**src/rtl/equiv_pkg.sv**
```systemverilog
// Shared types and helpers for the equivalence mismatch monitor.
// Holds the FSM encoding and the saturating counter increment.
package equiv_pkg;

   localparam int WIDTH_DEF = 91;
   localparam int CNT_W_DEF = 16;

   typedef enum logic [1:0] {
      ST_WARMUP  = 2'd0,
      ST_COMPARE = 2'd1,
      ST_FAILED  = 2'd2,
      ST_DONE    = 2'd3
   } mon_state_t;

   // Increment that sticks at max_val instead of wrapping.
   function automatic logic [31:0] sat_inc(input logic [31:0] val, input logic [31:0] max_val);
      logic [31:0] res;
      if (val >= max_val) begin
         res = val;
      end else begin
         res = val + 32'd1;
      end
      return res;
   endfunction

endpackage

```
**src/rtl/equiv_skew_line.sv**
```systemverilog
// Delay line that lines up the faster implementation's result with the slower one.
// Reports when it has been refilled with real data since reset or flush.
module equiv_skew_line
   import equiv_pkg::*;
#(
   parameter int WIDTH = WIDTH_DEF,
   parameter int DEPTH = 0
) (
   input  logic             clk,
   input  logic             rst_n,
   input  logic             flush,
   input  logic [WIDTH-1:0] din,
   output logic [WIDTH-1:0] dout,
   output logic             full
);

   logic [3:0] fill_r;

   // Fill count: number of clocks the line has been loading since reset/flush, capped at DEPTH.
   always_ff @(posedge clk or negedge rst_n) begin
      if (!rst_n) begin
         fill_r <= 4'd0;
      end else if (flush) begin
         fill_r <= 4'd0;
      end else if (fill_r != 4'(DEPTH)) begin
         fill_r <= fill_r + 4'd1;
      end
   end

   assign full = (fill_r == 4'(DEPTH));

   if (DEPTH == 0) begin : g_wire
      assign dout = din;
   end else begin : g_line
      logic [WIDTH-1:0] stage_r [DEPTH];

      // Shift stages every clock regardless of data validity.
      always_ff @(posedge clk or negedge rst_n) begin
         if (!rst_n) begin
            for (int i = 0; i < DEPTH; i++) stage_r[i] <= '0;
         end else if (flush) begin
            for (int i = 0; i < DEPTH; i++) stage_r[i] <= '0;
         end else begin
            stage_r[0] <= din;
            for (int i = 1; i < DEPTH; i++) stage_r[i] <= stage_r[i-1];
         end
      end

      assign dout = stage_r[DEPTH-1];
   end

endmodule

```
**src/rtl/equiv_mismatch_monitor.sv**
```systemverilog
// Compares the two equivalence-harness results after skew alignment and warm-up,
// counting mismatches and capturing the first failing pair with its compare index.
module equiv_mismatch_monitor
   import equiv_pkg::*;
#(
   parameter int WIDTH        = WIDTH_DEF,
   parameter int SKEW         = 0,
   parameter int WARMUP       = 4,
   parameter int RUN_CYCLES   = 0,
   parameter int STOP_ON_FAIL = 1,
   parameter int CNT_W        = CNT_W_DEF
) (
   input  logic             clk,
   input  logic             rst_n,
   input  logic             clear,
   input  logic             en,
   input  logic [WIDTH-1:0] y_1,
   input  logic [WIDTH-1:0] y_2,
   output logic             mismatch,
   output logic             fail,
   output logic             done,
   output logic [CNT_W-1:0] mismatch_cnt,
   output logic [CNT_W-1:0] first_cyc,
   output logic [WIDTH-1:0] first_y1,
   output logic [WIDTH-1:0] first_y2,
   output logic [WIDTH-1:0] first_diff
);

   localparam longint     CNT_MAX_L = (64'sd1 <<< CNT_W) - 64'sd1;
   localparam logic [31:0] CNT_MAX  = CNT_MAX_L[31:0];
   localparam mon_state_t INIT_ST   = (WARMUP == 32'sd0) ? ST_COMPARE : ST_WARMUP;
   localparam bit         STOP      = (STOP_ON_FAIL != 32'sd0);

   if (CNT_W < 32'sd1 || CNT_W > 32'sd32) begin : g_err_cnt_w
      $error("CNT_W must be within 1..32");
   end
   if (SKEW < 32'sd0 || SKEW > 32'sd7) begin : g_err_skew
      $error("SKEW must be within 0..7");
   end
   // A saturated compare index could never reach RUN_CYCLES, so done would never fire.
   if (longint'(RUN_CYCLES) > CNT_MAX_L || RUN_CYCLES < 32'sd0) begin : g_err_run
      $error("RUN_CYCLES exceeds the compare index range of CNT_W");
   end
   if (longint'(WARMUP) > CNT_MAX_L || WARMUP < 32'sd0) begin : g_err_warm
      $error("WARMUP exceeds the counter range of CNT_W");
   end

   mon_state_t       state_r, state_nxt_s;
   logic [WIDTH-1:0] y1_al_s;
   logic             full_s;
   logic             warm_smp_s, warm_last_s;
   logic             cmp_s, mis_s, last_s, capture_s;
   logic [CNT_W-1:0] warm_cnt_r, cmp_idx_r;
   logic             mismatch_r, fail_r, done_r;
   logic [CNT_W-1:0] mismatch_cnt_r, first_cyc_r;
   logic [WIDTH-1:0] first_y1_r, first_y2_r, first_diff_r;

   equiv_skew_line #(.WIDTH(WIDTH), .DEPTH(SKEW)) u_skew (
      .clk   (clk),
      .rst_n (rst_n),
      .flush (clear),
      .din   (y_1),
      .dout  (y1_al_s),
      .full  (full_s)
   );

   assign warm_last_s = ((32'(warm_cnt_r) + 32'd1) == 32'(WARMUP));

   // State register.
   always_ff @(posedge clk or negedge rst_n) begin
      if (!rst_n) begin
         state_r <= INIT_ST;
      end else begin
         state_r <= state_nxt_s;
      end
   end

   // Next-state logic; clear overrides any sample in the same cycle.
   always_comb begin
      state_nxt_s = state_r;
      if (clear) begin
         state_nxt_s = INIT_ST;
      end else begin
         case (state_r)
            ST_WARMUP: begin
               if (warm_smp_s && warm_last_s) state_nxt_s = ST_COMPARE;
               else                           state_nxt_s = state_r;
            end
            ST_COMPARE: begin
               if (mis_s && STOP) state_nxt_s = ST_FAILED;
               else if (last_s)   state_nxt_s = ST_DONE;
               else               state_nxt_s = state_r;
            end
            ST_FAILED: state_nxt_s = state_r;
            ST_DONE:   state_nxt_s = state_r;
            default:   state_nxt_s = INIT_ST;
         endcase
      end
   end

   // Per-sample decode: warm-up count, compare, and first-failure capture enables.
   always_comb begin
      warm_smp_s = 1'b0;
      cmp_s      = 1'b0;
      mis_s      = 1'b0;
      last_s     = 1'b0;
      capture_s  = 1'b0;
      if (en && full_s && !clear) begin
         warm_smp_s = (state_r == ST_WARMUP);
         cmp_s      = (state_r == ST_COMPARE);
         mis_s      = cmp_s && (y1_al_s != y_2);
         last_s     = cmp_s && (RUN_CYCLES != 32'sd0) &&
                      ((32'(cmp_idx_r) + 32'd1) == 32'(RUN_CYCLES));
         capture_s  = mis_s && !fail_r;
      end else begin
         cmp_s = 1'b0;
      end
   end

   // Counters, sticky flags and capture registers.
   always_ff @(posedge clk or negedge rst_n) begin
      if (!rst_n) begin
         warm_cnt_r     <= '0;
         cmp_idx_r      <= '0;
         mismatch_r     <= 1'b0;
         fail_r         <= 1'b0;
         done_r         <= 1'b0;
         mismatch_cnt_r <= '0;
         first_cyc_r    <= '0;
         first_y1_r     <= '0;
         first_y2_r     <= '0;
         first_diff_r   <= '0;
      end else if (clear) begin
         warm_cnt_r     <= '0;
         cmp_idx_r      <= '0;
         mismatch_r     <= 1'b0;
         fail_r         <= 1'b0;
         done_r         <= 1'b0;
         mismatch_cnt_r <= '0;
         first_cyc_r    <= '0;
         first_y1_r     <= '0;
         first_y2_r     <= '0;
         first_diff_r   <= '0;
      end else begin
         mismatch_r <= mis_s;
         if (warm_smp_s) warm_cnt_r <= CNT_W'(sat_inc(32'(warm_cnt_r), CNT_MAX));
         if (cmp_s)      cmp_idx_r  <= CNT_W'(sat_inc(32'(cmp_idx_r), CNT_MAX));
         if (mis_s) begin
            mismatch_cnt_r <= CNT_W'(sat_inc(32'(mismatch_cnt_r), CNT_MAX));
            fail_r         <= 1'b1;
         end
         if (capture_s) begin
            first_cyc_r  <= cmp_idx_r;
            first_y1_r   <= y1_al_s;
            first_y2_r   <= y_2;
            first_diff_r <= y1_al_s ^ y_2;
         end
         if (last_s && !(mis_s && STOP)) done_r <= 1'b1;
      end
   end

   assign mismatch     = mismatch_r;
   assign fail         = fail_r;
   assign done         = done_r;
   assign mismatch_cnt = mismatch_cnt_r;
   assign first_cyc    = first_cyc_r;
   assign first_y1     = first_y1_r;
   assign first_y2     = first_y2_r;
   assign first_diff   = first_diff_r;

endmodule

```
**config.mk**
```make
export PLATFORM = sky130hd
export DESIGN_NAME = equiv_mismatch_monitor
export DESIGN_NICKNAME = d
export VERILOG_FILES = /design/src/rtl/equiv_pkg.sv /design/src/rtl/equiv_skew_line.sv /design/src/rtl/equiv_mismatch_monitor.sv
export SDC_FILE = /design/constraint.sdc
export NUM_CORES = 1
export LEC_CHECK = 0
export CAP_MARGIN = 0
export CORE_MARGIN = 4
export CORE_UTILIZATION = 40
export DETAILED_ROUTE_END_ITERATION = 10
export DONT_BUFFER_PORTS = 1
export HOLD_SLACK_MARGIN = 0.05
export SYNTH_ARGS = -nofsm -noshare
export SYNTH_HDL_FRONTEND = slang
export SYNTH_HIERARCHICAL = 1
export SYNTH_SLANG_ARGS = --single-unit
```
**constraint.sdc**
```tcl
create_clock -name clk -period 4.6 [get_ports clk]
set_input_delay 0.92 -clock clk [delete_from_list [all_inputs] [get_ports clk]]
set_output_delay 0.92 -clock clk [all_outputs]
set_load 0.01 [all_outputs]
```
==> results.ini, run 1 <==
[layout]
final_cells = 2195
syn_to_final_growth_pct = 9.21
multiInputGateArea_um2 = 6320
fillers = 3874
antenna_cells = 0
drive_above_1_share_pct = 7.78
fin_nets = 1832
seq_area_um2 = 8630

[clocking]
clockRootBuffer = clkbuf_16
clk_path_buf_depth = 3
clk_latency_ns = 0.55
clkSlewWorstSetupHoldPaths_ns = 0.06
cts_buffers = 41
cts_tree = built
cts_sinks = 345
cts_htree_levels = 2

[critical_path]
crit_path_frequent_cell = nor2_1
crit_chain = inv_1, ha_1, nor3b_4, nand4b_1, nor2_1, o21a_4, buf_4, nor2_1, a211oi_1
crit_type = reg2reg
crit_fanout = 86
crit_slowest_cell = o21a_4
worst_path_dominant_cell_family = simple AND/OR/NAND/NOR gates
critPathLaunchType = register
worst-path-buf-inv = 2
end_kind = register
cp.arrival_ns = 4.11
cpPeakStageDelay_ns = 0.89
worstPathRequired_ns = 5.03

[drt]
routed_wl_um = 53700
vias = 12100
wl_per_cell_um = 24.5
drtIter0Drc = 965
dr.pass1.iters = 7
drc_errors = 0
drt-vias-per-instance = 5.53
drtAntennaViolNets = 0

[timing]
period_needed_ns = 3.68
slew_headroom_pct = 25.5
hold_viol_final = 0
fin_setup_tns_ns = 0
final-max-slew-violation-count = 0
min_period_over_period_pct = 80.0
worst_pin_slew_ns = 1.12
setup_viol = 0
holdWs_ns = 0.0996
fin_ws_ns = 0.922
max_freq_ghz = 0.272
rsz0062_at_grt = false
fin_skew_ns = 0.0191

[power]
fin_total_pwr_mw = 7.11
powerDensity_nw_per_um2 = 405
p_leak_nw = 7.09
irDropWorstVdd_mv = 0.287

[die]
start_util_pct = 40.5
ios = 494
dieWidth_um = 209
die_h_um = 209
coreArea_um2 = 39700
rows = 73
die_area_um2 = 43500

[yosys]
yosys.cell_count.top_type = nand2_1
netlist_instances = 1742
syn_nets = 1933
synth.distinct_cells = 52
yosys-top-cells-area = dfrtp_1, nand2_1, a21oi_1, xnor2_1, a211oi_1
syn_avg_cell_area_um2 = 9.23
yosys_warnings = 6
synth_flop_cell = dfrtp_1
synth_commonest_cells = nand2_1, dfrtp_1, a21oi_1, nor2_1, xnor2_1
ys_seq_area_share_pct = 53.7
synth_top_cell_area_share_pct = 53.7
yosysTopAreaCell = dfrtp_1
ys_ff_latch = 345
synthArstFlopShare_pct = 100
syn-cell-area_um2 = 16100
synth_edf_count = 0

[placement]
place_inst = 2119
portBuffers = 0
finalWeightedCongestion = 0.868
post-place-ws_ns = 0.796
hpwl_um = 37900

[job]
drv_cap = 0

[grt]
grt_pass1_vias = 12000
antenna_found_initial = 1
grtUsageTotal_pct = 23.7
grt_pass1_wl_um = 79800
grt_max_degree = 349
overflow = 0

[outcome]
status = complete, no violations

[worst_hold_path]
hold_path_class = in2async

-- placed cells by master, fill, tap and decap left out, drive strengths merged, types with 2 or more instances in the layout --
cell,netlist,routed
a211oi,93,93
nand2,421,421
xor2,14,14
nor2,139,139
clkinvlp,0,2
or3,3,3
xnor2,96,96
nor4,14,14
nand2b,5,5
nand4,58,58
nand3,21,21
ha,5,5
dlygate4sd3,0,2
dfrtp,345,345
nor3,7,7
and3,13,13
a21oi,211,211
and4,7,7
o31ai,6,6
and2,5,5
or4,3,3
mux2i,3,3
clkbuf,90,62
o21ai,19,19
bufinv,0,5
nor2b,15,15
nor3b,2,2
a31o,3,3
a21o,2,2
buf,109,53
mux2,9,9
inv,8,10
a31oi,2,2
nand3b,2,2
o21a,2,2
-- area by class of cell --
cell class / instances / share of cell area (%)
Timing Repair Buffer: 55 / 2.85
Clock buffer: 62 / 7.04
Sequential cell: 345 / 49.1
Inverter: 8 / 0.171
Multi-Input combinational cell: 1190 / 36.0
Clock inverter: 10 / 1.07
Tap cell: 525 / 3.74
-- sequential cells by signal, indices dropped and copies added (netlist names) --
name and cells:
first_diff 91, first_y2 91, first_y1 91, first_cyc 16, mismatch_cnt 16, warm_cnt_r 16
mismatch 1, u_skew/fill_r 4, state_r 2, cmp_idx_r 16, fail 1
-- per-stage QoR --
step / area [µm²] / util (%)
2_1_floorplan: 16100 / -
3_5_place_dp: 16100 / 40.5
5_1_grt: 17600 / 44.2
4_1_cts: 17600 / 44.2
3_3_place_gp: 16100 / 40.5
6_report: 17600 / 44.2
-- power by group --
group	internal, mW	total, mW	switching, mW
Combinational	0.189	0.521	0.332
Clock	2.14	3.43	1.29
Sequential	3.09	3.17	0.0768
Total	5.41	7.11	1.70
-- cells by family (layout without fill, tap and decap cells) --
family / Yosys count / in the layout / share of synthesized area [%]
and+or+nand+nor: 718 / 718 / 19.4
DFF: 345 / 345 / 53.7
AOI/OAI and AO/OA: 344 / 344 / 12.5
buffers and inverters: 207 / 135 / 7.15
xor gates and xnor gates: 110 / 110 / 5.99
muxes: 12 / 12 / 0.840
adders and majority gates: 5 / 5 / 0.389
other: 1 / 1 / 0.0233
-- worst paths after layout --
check                           depth (start not counted)              end              from  slack, ns
min in group clk                                        1  mismatch_cnt[5]             clear       0.43
max in group asynchronous                               1   first_diff[12]             rst_n       3.42
worst max register to register                          9   first_diff[74]  u_skew/fill_r[0]       0.92
worst max-delay path                                    9   first_diff[74]  u_skew/fill_r[0]       0.92
worst min register to register                          1    warm_cnt_r[6]     warm_cnt_r[6]       0.52
worst min-delay path                                    0    first_diff[3]             rst_n        0.1
-- layer usage --
layer | track usage, % | part of all wire, %
met3 | 8.41 | 8.8
met5 | 0 | 0
met2 | 40.2 | 50
met4 | 5.02 | 1.8
met1 | 29.6 | 40
-- repair_timing --
| action | CTS | global route |
|---|---|---|
| endpoints found under the setup margin | 0 | 0 |
| buffers inserted | 0 | 0 |
| endpoints found under the hold margin | 126 | 0 |
| gates resized for setup | 0 | 0 |
| hold buffers | 4 | 0 |
(Power assumes the default switching activity.)
==> run 2, diff against run 1 <==
clock period = 3.5 ns   (was 4.6 ns; I/O delays follow)
==> results.ini, run 2 (synthesized netlist as in run 1, its figures left out) <==
[outcome]
violations = negative hold slack
status = finished with violations  ; was complete, no violations

[die]
dieWidth_um = 209  ; unchanged
coreArea_um2 = 39700  ; unchanged
die_area_um2 = 43500  ; unchanged
start_util_pct = 40.5  ; unchanged
ios = 494  ; unchanged
die_h_um = 209  ; unchanged
rows = 73  ; unchanged

[critical_path]
worstPathRequired_ns = 3.92  ; was 5.03 ns
critPathLaunchType = register  ; unchanged
cp.arrival_ns = 3.45  ; was 4.11 ns
crit_fanout = 84  ; was 86
crit_type = reg2reg  ; unchanged
end_kind = register  ; unchanged

[placement]
hpwl_um = 38600  ; was 37900 µm
portBuffers = 0  ; unchanged
dpl-instance-area_um2 = 16100  ; about the same
place_inst = 2122  ; was 2119
finalWeightedCongestion = 0.882  ; was 0.868

[drt]
vias = 12200  ; was 12100
drt-vias-per-instance = 5.56  ; was 5.53
drtIter0Drc = 1139  ; was 965
wl_per_cell_um = 24.3  ; was 24.5 µm
drc_errors = 0  ; unchanged
routed_wl_um = 53300  ; was 53700 µm
dr.pass1.iters = 5  ; was 7
drtAntennaViolNets = 0  ; unchanged

[clocking]
clockRootBuffer = clkbuf_16  ; unchanged
clkSlewWorstSetupHoldPaths_ns = 0.06  ; about the same
cts_resized = 0  ; unchanged
clk_path_buf_depth = 3  ; unchanged
cts_htree_levels = 2  ; unchanged
cts_tree = built  ; unchanged
cts_sinks = 345  ; unchanged
cts_buffers = 40  ; was 41
post-cts-setup-buffers = 0  ; unchanged
clk_latency_ns = 0.55  ; about the same

[layout]
most-common-layout-cells = nand2_1, dfrtp_1, a21oi_1  ; unchanged
drive_above_1_share_pct = 7.97  ; was 7.78%
syn_to_final_growth_pct = 8.79  ; was 9.21%
final_common_cell = nand2_1  ; unchanged
final_cells = 2194  ; was 2195
fin_nets = 1830  ; was 1832
antenna_cells = 0  ; unchanged
design_area_um2 = 17500  ; was 17600 µm²

[timing]
max_freq_ghz = 0.330  ; was 0.272 GHz
period_needed_ns = 3.03  ; was 3.68 ns
worst_pin_slew_ns = 1.08  ; was 1.12 ns
slew_headroom_pct = 28.1  ; was 25.5%
final-max-slew-violation-count = 0  ; unchanged
setup_viol = 0  ; unchanged
min_period_over_period_pct = 86.5  ; was 80.0%
hold_viol_final = 182  ; was 0
fin_setup_tns_ns = 0  ; unchanged
fin_skew_ns = 0.0204  ; was 0.0191 ns
rsz0062_at_grt = false  ; unchanged
holdWs_ns = -0.145  ; was 0.0996 ns

[power]
p_leak_nw = 7.06  ; was 7.09 nW
powerDensity_nw_per_um2 = 523  ; was 405 nW/µm²
irDropWorstVdd_mv = 0.323  ; was 0.287 mV
fin_total_pwr_mw = 9.15  ; was 7.11 mW

[job]
drv_cap = 0  ; unchanged

[grt]
overflow = 0  ; unchanged
grt_pass1_wl_um = 78700  ; was 79800 µm
grt_pass1_vias = 11900  ; was 12000
antenna_found_initial = 1  ; unchanged
grtUsageTotal_pct = 23.4  ; was 23.7%
grt_max_degree = 349  ; unchanged

[worst_hold_path]
hold_path_class = in2async  ; unchanged

## run 2: cell types whose count changed in the layout (fill, tap and decap cells not counted), sizes merged, moves of 2 or more
cell,change
inv,-2
dlygate4sd3,-2
clkbuf,-4
clkinv,+6
## run 2: critical path, stage by stage, from the launching register on
cell,delay [ns]
dfrtp_1,0.39
inv_1,0.10
ha_1,0.17
nor3b_4,0.30
nand4b_1,0.16
nor2_1,0.46
o21a_4,0.57
buf_12,0.38
nor2_1,0.08
a211oi_1,0.27
## run 2: through the flow
step	setup slack, ns	util (%)
finish	0.474	44.0
global route	0.246	44.0
CTS	0.464	44.0
detailed placement	0.148	40.6
global placement	0.139	40.6
floorplan	0.723	-
## run 2: layer usage
layer / up-vias / track usage, % / wire length (µm)
met5: - / 0 / 0
met4: 0 / 6.01 / 1310
met3: 93 / 7.77 / 4730
met2: 511 / 39.7 / 26500
met1: 6005 / 29.0 / 20700
li1: 5579 / - / -
## run 2: worst paths after layout
| check | start | cells past startpoint | end | slack [ns] |
|---|---|---|---|---|
| min reg2reg | warm_cnt_r[6] | 1 | warm_cnt_r[6] | 0.53 |
| max | u_skew/fill_r[0] | 9 | first_diff[58] | 0.47 |
| max reg2reg | u_skew/fill_r[0] | 9 | first_diff[58] | 0.47 |
| max in group asynchronous | rst_n | 0 | first_diff[89] | 2.76 |
| min in group clk | clear | 1 | mismatch | 0.25 |
| min | rst_n | 0 | mismatch_cnt[10] | -0.14 |
## run 2: layout make-up
| cell class | instances | area (µm²) |
|---|---|---|
| clock buffers | 58 | 1180 |
| repair buffers | 54 | 493 |
| flip-flops and latches | 345 | 8630 |
| multi-input cells | 1190 | 6320 |
| clock inverters | 14 | 185 |
| well taps | 525 | 657 |
| inverters | 8 | 30.0 |
| fillers | 3859 | 22200 |
## run 2: report_power, final
group	switching (mW)	internal [mW]
clock	1.70	2.64
sequential	0.101	4.06
combinational	0.402	0.245
total	2.20	6.94
